## src/rtl/fir_pkg.sv

```systemverilog
// fir_pkg: shared types, constants and the output saturation helper for
// the FIR tap sequencer.
//
// Contents:
//   NTAPS_DEF, DW_DEF, ACCW_DEF - default tap count, sample width and
//                                 accumulator width
//   FRAC_BITS                   - fractional bits of the Q1.15 coefficients
//   sample_t, acc_t             - signed sample / accumulator types
//   fir_state_t                 - sequencer states IDLE, RUN, DONE
//   sat16()                     - arithmetic shift by FRAC_BITS, then clamp
//                                 to the signed DW-bit range
package fir_pkg;

    localparam int NTAPS_DEF = 16;
    localparam int DW_DEF    = 16;
    localparam int ACCW_DEF  = 33;
    localparam int FRAC_BITS = 15;

    typedef logic signed [DW_DEF-1:0]   sample_t;
    typedef logic signed [ACCW_DEF-1:0] acc_t;

    typedef enum logic [1:0] {
        IDLE = 2'd0,
        RUN  = 2'd1,
        DONE = 2'd2
    } fir_state_t;

    // The argument is one bit wider than the accumulator so that a rounding
    // bias can be added without wrapping before the shift.
    function automatic sample_t sat16(input logic signed [ACCW_DEF:0] v);
        logic signed [ACCW_DEF:0] s;
        logic signed [ACCW_DEF:0] max_v;
        logic signed [ACCW_DEF:0] min_v;
        sample_t                  r;
        s = v >>> FRAC_BITS;
        // max_v = +(2^(DW-1) - 1), min_v = -2^(DW-1), built width-generically
        max_v = '0;
        max_v[DW_DEF-2:0] = '1;
        min_v = '1;
        min_v[DW_DEF-2:0] = '0;
        if (s > max_v) begin
            r = max_v[DW_DEF-1:0];
        end else if (s < min_v) begin
            r = min_v[DW_DEF-1:0];
        end else begin
            r = s[DW_DEF-1:0];
        end
        return r;
    endfunction

endpackage

```

## src/rtl/fir_delay_line.sv

```systemverilog
// fir_delay_line: circular sample buffer for the FIR tap sequencer.
//
// A write stores wr_data at the write pointer and advances it (mod NTAPS).
// The read port is combinational and returns the sample written k writes
// ago, i.e. x[n-k] where x[n] is the most recent sample:
//   rd_data = mem[(wp - 1 - rd_k) mod NTAPS]
// rst_i synchronously clears the whole buffer and the write pointer.
//
// Ports:
//   clk_i    in   clock
//   rst_i    in   synchronous active-high reset
//   wr_en_i  in   write strobe (one sample per strobe)
//   wr_data  in   DW-bit sample to store
//   rd_k     in   tap offset k
//   rd_data  out  sample x[n-k]
module fir_delay_line #(
    parameter int NTAPS = 16,
    parameter int DW    = 16,
    parameter int AW    = $clog2(NTAPS)
) (
    input  logic          clk_i,
    input  logic          rst_i,
    input  logic          wr_en_i,
    input  logic [DW-1:0] wr_data,
    input  logic [AW-1:0] rd_k,
    output logic [DW-1:0] rd_data
);

    logic [DW-1:0] mem [NTAPS];
    logic [AW-1:0] wp;
    logic [AW-1:0] rd_addr;

    always_ff @(posedge clk_i) begin
        if (rst_i) begin
            wp <= '0;
            for (int i = 0; i < NTAPS; i++) begin
                mem[i] <= '0;
            end
        end else if (wr_en_i) begin
            mem[wp] <= wr_data;
            wp      <= wp + AW'(1);
        end
    end

    // NTAPS is a power of two, so AW-bit arithmetic wraps modulo NTAPS.
    assign rd_addr = wp - AW'(1) - rd_k;
    assign rd_data = mem[rd_addr];

endmodule

```

## src/rtl/fir_tap_sequencer.sv

```systemverilog
// fir_tap_sequencer: drives an external 1-cycle-latency multiply-accumulate
// unit through NTAPS taps per input sample and saturates the final sum.
//
// Build option: define FIR_ROUND_EN to round half-up before saturation;
// otherwise the sum is truncated (arithmetic shift right by 15).
//
// Handshake (sample_valid_i / sample_ready_o): a sample is accepted on a
// rising clock edge where both are 1. Ready is 1 only in IDLE; the upstream
// block holds valid and data stable until the accept edge, so nothing is
// lost while the sequencer is busy. out_valid_o is a single-cycle pulse
// with no back-pressure.
//
// Sequence per accepted sample (E0 = accepting edge):
//   RUN  for NTAPS cycles, k = 0..NTAPS-1: mac_clk_en_o = 1,
//        mac_a_o = x[n-k], mac_b_o = coef[k],
//        mac_prev_o = 0 for k = 0, else mac_result_i (combinational chain)
//   DONE for one cycle: mac_result_i holds the full sum; it is saturated
//        into out_sample_o on the edge closing DONE
//   out_valid_o pulses in the cycle after that, NTAPS+2 edges after E0.
//
// Ports:
//   clk_i, rst_i            clock, synchronous active-high reset
//   sample_valid_i/sample_i input sample handshake and data
//   sample_ready_o          1 while IDLE
//   coef_we_i/addr/data     coefficient write port, accepted in any state
//   mac_clk_en_o            MAC clock enable
//   mac_a_o, mac_b_o        MAC multiplicands (sample, coefficient)
//   mac_prev_o              MAC addend (previous partial sum)
//   mac_result_i            MAC registered result
//   out_valid_o/out_sample_o filtered output sample
//   state_o                 current sequencer state (fir_state_t encoding)
module fir_tap_sequencer
    import fir_pkg::*;
#(
    parameter int NTAPS = NTAPS_DEF,
    parameter int DW    = DW_DEF,
    parameter int ACCW  = ACCW_DEF
) (
    input  logic                     clk_i,
    input  logic                     rst_i,
    input  logic                     sample_valid_i,
    input  logic [DW-1:0]            sample_i,
    output logic                     sample_ready_o,
    input  logic                     coef_we_i,
    input  logic [$clog2(NTAPS)-1:0] coef_addr_i,
    input  logic [DW-1:0]            coef_data_i,
    output logic                     mac_clk_en_o,
    output logic [DW-1:0]            mac_a_o,
    output logic [DW-1:0]            mac_b_o,
    output logic [ACCW-1:0]          mac_prev_o,
    input  logic [ACCW-1:0]          mac_result_i,
    output logic                     out_valid_o,
    output logic [DW-1:0]            out_sample_o,
    output logic [1:0]               state_o
);

    localparam int AW = $clog2(NTAPS);

    fir_state_t      state;
    logic [AW-1:0]   k;
    logic [DW-1:0]   coef [NTAPS];
    logic            out_pend;
    logic            accept;
    logic            in_run;
    logic [DW-1:0]   tap_sample;
    logic [ACCW:0]   acc_ext;
    logic [ACCW:0]   acc_adj;

`ifdef FIR_ROUND_EN
    // 2^(FRAC_BITS-1): half an LSB of the output, added before the shift.
    localparam logic [ACCW:0] ROUND_BIAS =
        {{(ACCW - FRAC_BITS + 1){1'b0}}, 1'b1, {(FRAC_BITS - 1){1'b0}}};
`endif

    assign accept = sample_valid_i && sample_ready_o;
    assign in_run = (state == RUN);

    fir_delay_line #(
        .NTAPS (NTAPS),
        .DW    (DW),
        .AW    (AW)
    ) u_delay_line (
        .clk_i   (clk_i),
        .rst_i   (rst_i),
        .wr_en_i (accept),
        .wr_data (sample_i),
        .rd_k    (k),
        .rd_data (tap_sample)
    );

    // Sign-extend by one bit so the optional bias cannot wrap the sum.
    assign acc_ext = {mac_result_i[ACCW-1], mac_result_i};
`ifdef FIR_ROUND_EN
    assign acc_adj = acc_ext + ROUND_BIAS;
`else
    assign acc_adj = acc_ext;
`endif

    always_ff @(posedge clk_i) begin
        if (rst_i) begin
            state        <= IDLE;
            k            <= '0;
            out_pend     <= 1'b0;
            out_valid_o  <= 1'b0;
            out_sample_o <= '0;
            for (int i = 0; i < NTAPS; i++) begin
                coef[i] <= '0;
            end
        end else begin
            out_valid_o <= out_pend;
            out_pend    <= 1'b0;

            // Committed at the edge: a tap reading this index in the same
            // cycle still sees the old coefficient.
            if (coef_we_i) begin
                coef[coef_addr_i] <= coef_data_i;
            end

            case (state)
                IDLE: begin
                    if (sample_valid_i) begin
                        k     <= '0;
                        state <= RUN;
                    end
                end
                RUN: begin
                    k <= k + AW'(1);
                    if (k == AW'(NTAPS - 1)) begin
                        state <= DONE;
                    end
                end
                DONE: begin
                    out_sample_o <= sat16(acc_adj);
                    out_pend     <= 1'b1;
                    state        <= IDLE;
                end
                default: begin
                    state <= IDLE;
                end
            endcase
        end
    end

    assign sample_ready_o = (state == IDLE);
    assign mac_clk_en_o   = in_run;
    assign mac_a_o        = in_run ? tap_sample : '0;
    assign mac_b_o        = in_run ? coef[k] : '0;
    // Tap 0 starts a fresh sum; later taps chain the MAC's previous result.
    assign mac_prev_o     = (in_run && (k != '0)) ? mac_result_i : '0;
    assign state_o        = state;

endmodule

```

## config.mk

```make
export PLATFORM = sky130hd
export DESIGN_NAME = fir_tap_sequencer
export DESIGN_NICKNAME = d
export VERILOG_FILES = /design/src/rtl/fir_pkg.sv /design/src/rtl/fir_delay_line.sv /design/src/rtl/fir_tap_sequencer.sv
export SDC_FILE = /design/constraint.sdc
export NUM_CORES = 1
export LEC_CHECK = 0
export CORE_MARGIN = 5
export CORE_UTILIZATION = 58
export DETAILED_ROUTE_END_ITERATION = 8
export PLACE_DENSITY = 0.88
export SLEW_MARGIN = 40
export SYNTH_ARGS = -nofsm -noshare
export SYNTH_HDL_FRONTEND = slang
export SYNTH_SLANG_ARGS = --single-unit
```

## constraint.sdc

```tcl
create_clock -name clk_i -period 3.7 [get_ports clk_i]
set_clock_uncertainty 0.2 [all_clocks]
set_input_delay 0.74 -clock clk_i [delete_from_list [all_inputs] [get_ports clk_i]]
set_output_delay 0.74 -clock clk_i [all_outputs]
set_load 0.005 [all_outputs]
```

==> impl_metrics.tcl <==
set metrics [dict create \
    run_status "finished, violations left" \
    violations "setup timing" \
    required_ns 2.76 \
    worstPathMaxFanout 5 \
    intPower_w 0.01118 \
    die_w_um 216.8 \
    area_delta_synth_final_pct 19.59 \
    r2r-start "state_o[1]" \
    grt_pass1_wl_um 95590 \
    ys_warn_count 0 \
    grt_pass1_vias 15890 \
    finalNetCount 1896 \
    p_switching_w 0.003419 \
    synth-seq-cells 544 \
    max-slew-margin-rel_pct 49.76 \
    reg2reg_depth 4 \
    worst_path_largest_cell_delay_ns 0.66 \
    place_congestion 0.8264 \
    holdPathStages 1 \
    clkTransAtPathRegs_ns 0.06 \
    start_util_pct 58.84 \
    startpoint "k[0]" \
    row_count 75 \
    hold_path_end "out_valid_o" \
    die-area_mm2 0.04698 \
    routed-via-count 15170 \
    fill_cells 2402 \
    hold_viol 0 \
    synth_cells 1630 \
    cp-end-kind "output port" \
    core_area_mm2 0.04213 \
    min_from "out_pend" \
    diodes 0 \
    ys.flop_type "edfxtp_1" \
    crit_path_top_delay_cell "fa_2" \
    fin_area_mm2 0.02965 \
    fin_crit_sh_pct 108.3 \
    worstHoldPathType "reg -> reg" \
    switching_share_pct 23.41 \
    synth_edf_count 512 \
    vias_per_cell 6.332 \
    io_buffers 158 \
    drv_slew 0 \
    htree_levels 2 \
    clockBufferDepth 3 \
    synthesis.area_mm2 0.02479 \
    worst_skew_pair.late_latency_ns 0.61 \
    cts.sinks 544 \
    seq_area_frac_synth_pct 64.60 \
    tritoncts "done" \
    clkPwrFrac_pct 38.3 \
    worstPathCellList "inv_2, ha_4, inv_2, fa_2, buf_6, buf_6, buf_16, mux4_2, mux2i_2, o22ai_2, buf_2" \
    setup_ws_ns -0.3066 \
    grt_max_degree 65 \
    clock-root-buffer "clkbuf_16" \
    p_leak_nw 10.58 \
    power.total_w 0.01460 \
    drt-initial-drc-count 2018 \
    irDropWorstVdd_v 0.0004077 \
    synth_cell_types 35 \
    wl_per_cell_um 26.39 \
    holdBufCountCts 0 \
    setup_tns_ns -3.430 \
    dp_hpwl_um 35540 \
    drtAntennaViolNets 0 \
    cp-start-kind "flop" \
    drc 0 \
    grt_overflow 0 \
    rsz0062_at_grt "true" \
    routed_wirelength_um 63200 \
    p_comb_share_pct 13.0 \
    antenna_found_initial 1 \
    syn_area_per_cell_um2 15.21 \
    drive_above_1_share_pct 22.47 \
    die_h_um 216.8 \
    rr_endpoint "u_delay_line.mem[11][6]" \
    synth.net_count 1713 \
    fmax_ghz 0.2496 \
    finalCriticalPeriod_ns 4.007 \
    max_cap_viol_count 0 \
    grtUsageTotal_pct 26.69 \
    regToRegSetupSlack_ns 1.41 \
    placed_area_mm2 0.02712 \
    seq_power_share_pct 48.6 \
    io_pins 159 \
    dp_worst_setup_slack_ns 0.01490 \
    critPathArrivalTime_ns 3.07 \
    async_flop_share_pct 0 \
    power_density_mw_per_mm2 492.5 \
    worstSetupPathType "reg -> out" \
    setup_violations 17 \
    first_pass_iters 5 \
    cts_buffers 52 \
    tightest_slew_ns 0.7537 \
]
-- metrics by stage --
stage                     instances  hold WS, ns  util, %
after floorplan                1630       0.2138        -
after global placement         2259       0.2256    64.37
after detailed placement       2259       0.2380    64.37
after CTS                      2381       0.2358    69.90
after global routing           2395       0.2641    70.37
final                          2395       0.2338    70.37
-- Yosys cell counts (2+ instances only) --
cell type    n  share of area, %
mux2i_2      2              0.11
edfxtp_1   512                62
inv_1        6             0.091
o21ai_0     16              0.32
buf_2       19              0.38
nand2b_1     7              0.18
nor2_1      44              0.67
o22ai_1     32              0.81
buf_1        5             0.076
mux4_2     128                12
mux2i_1     65               2.6
nor3_2       7              0.28
and2_1     546                14
nand2_1     24              0.36
clkbuf_1    94               1.4
xor2_1       3              0.11
dfxtp_1     32               2.6
nor3_1       3             0.061
xnor2_1      2             0.071
nand3_1      3             0.061
buf_4        3             0.091
ha_1         9              0.45
or2_2       32              0.81
a21oi_1     24              0.48
nand4bb_1    2             0.091
-- layout by cell type, fill, tap and decap left out, drive strengths merged, types with 23 or more instances in the layout --
master and n:
nand2 24, nor2 44, buf 107, and2 546, mux4 128, or2 32
clkbuf 64, mux2i 67, clkinv 23, edfxtp 512, dfxtp 32, a21oi 24
o22ai 32, clkdlybuf4s50 137
-- sequential cells by signal, indices dropped and copies added (netlist names), named ones only --
register          flops
out_pend              1
u_delay_line.wp       4
u_delay_line.mem    256
out_valid_o           1
state_o               2
out_sample_o         16
coef                256
k                     4
-- worst max path at each step --
stage,end,slack [ns]
after floorplan,mac_a_o[0],0.45
final,mac_a_o[6],-0.31
after global placement,mac_a_o[5],0.06
after detailed placement,mac_a_o[5],0.01
after CTS,mac_a_o[12],-0.25
after global routing,mac_a_o[6],-0.35
-- layout make-up --
type                            instances  area, µm²  share of cell area, %
Multi-Input combinational cell        958       8546                  28.82
Clock inverter                         35      425.4                  1.435
Sequential cell                       544      16030                  54.05
Tap cell                              539      674.4                  2.275
Clock buffer                           62       1370                  4.621
Inverter                                7      28.78                0.09706
Timing Repair Buffer                  250       2579                  8.698
-- per-layer routing --
metal / routed length [µm] / global-route usage (%) / up-vias
li1: - / - / 6324
met1: 22220 / 35.93 / 7571
met2: 31270 / 44.03 / 1086
met3: 7387 / 6.059 / 183
met4: 2312 / 8.628 / 2
met5: 13 / 0 / -
-- worst max-delay path: cells and delay by family (launching register included) --
| kind | cells | cell delay, ns |
|---|---|---|
| adders and majority gates | 2 | 0.79 |
| AOI/OAI and AO/OA | 1 | 0.12 |
| muxes | 2 | 0.53 |
| DFF | 1 | 0.33 |
| buffers and inverters | 6 | 0.68 |
-- power by group through the flow --
stage	logic, W	clock network [W]	registers [W]
after CTS	0.00183	0.00563	0.00710
final	0.00190	0.00559	0.00710
after global routing	0.00199	0.00592	0.00712
after floorplan	0.000969	0	0.00717
after global placement	0.00149	0	0.00720
after detailed placement	0.00153	0	0.00722
-- repair_timing --
item                                   CTS  global route
gates cloned                             7             2
setup buffers                           18            15
resized for setup                      128            20
pin swaps                               18             5
endpoints found under the hold margin    0             0
setup endpoints to repair               32            29
-- logic make-up after synthesis --
family / after synthesis / share of synthesized area (%)
flip-flops: 544 / 64.60
multiplexers: 195 / 14.36
AO/OA/AOI/OAI: 74 / 1.676
XOR/XNOR: 5 / 0.1767
AND/OR/NAND/NOR: 674 / 16.57
adder cells (fa/ha/maj): 10 / 0.5350
buffers and inverters: 128 / 2.079
(Power assumes the default switching activity.)
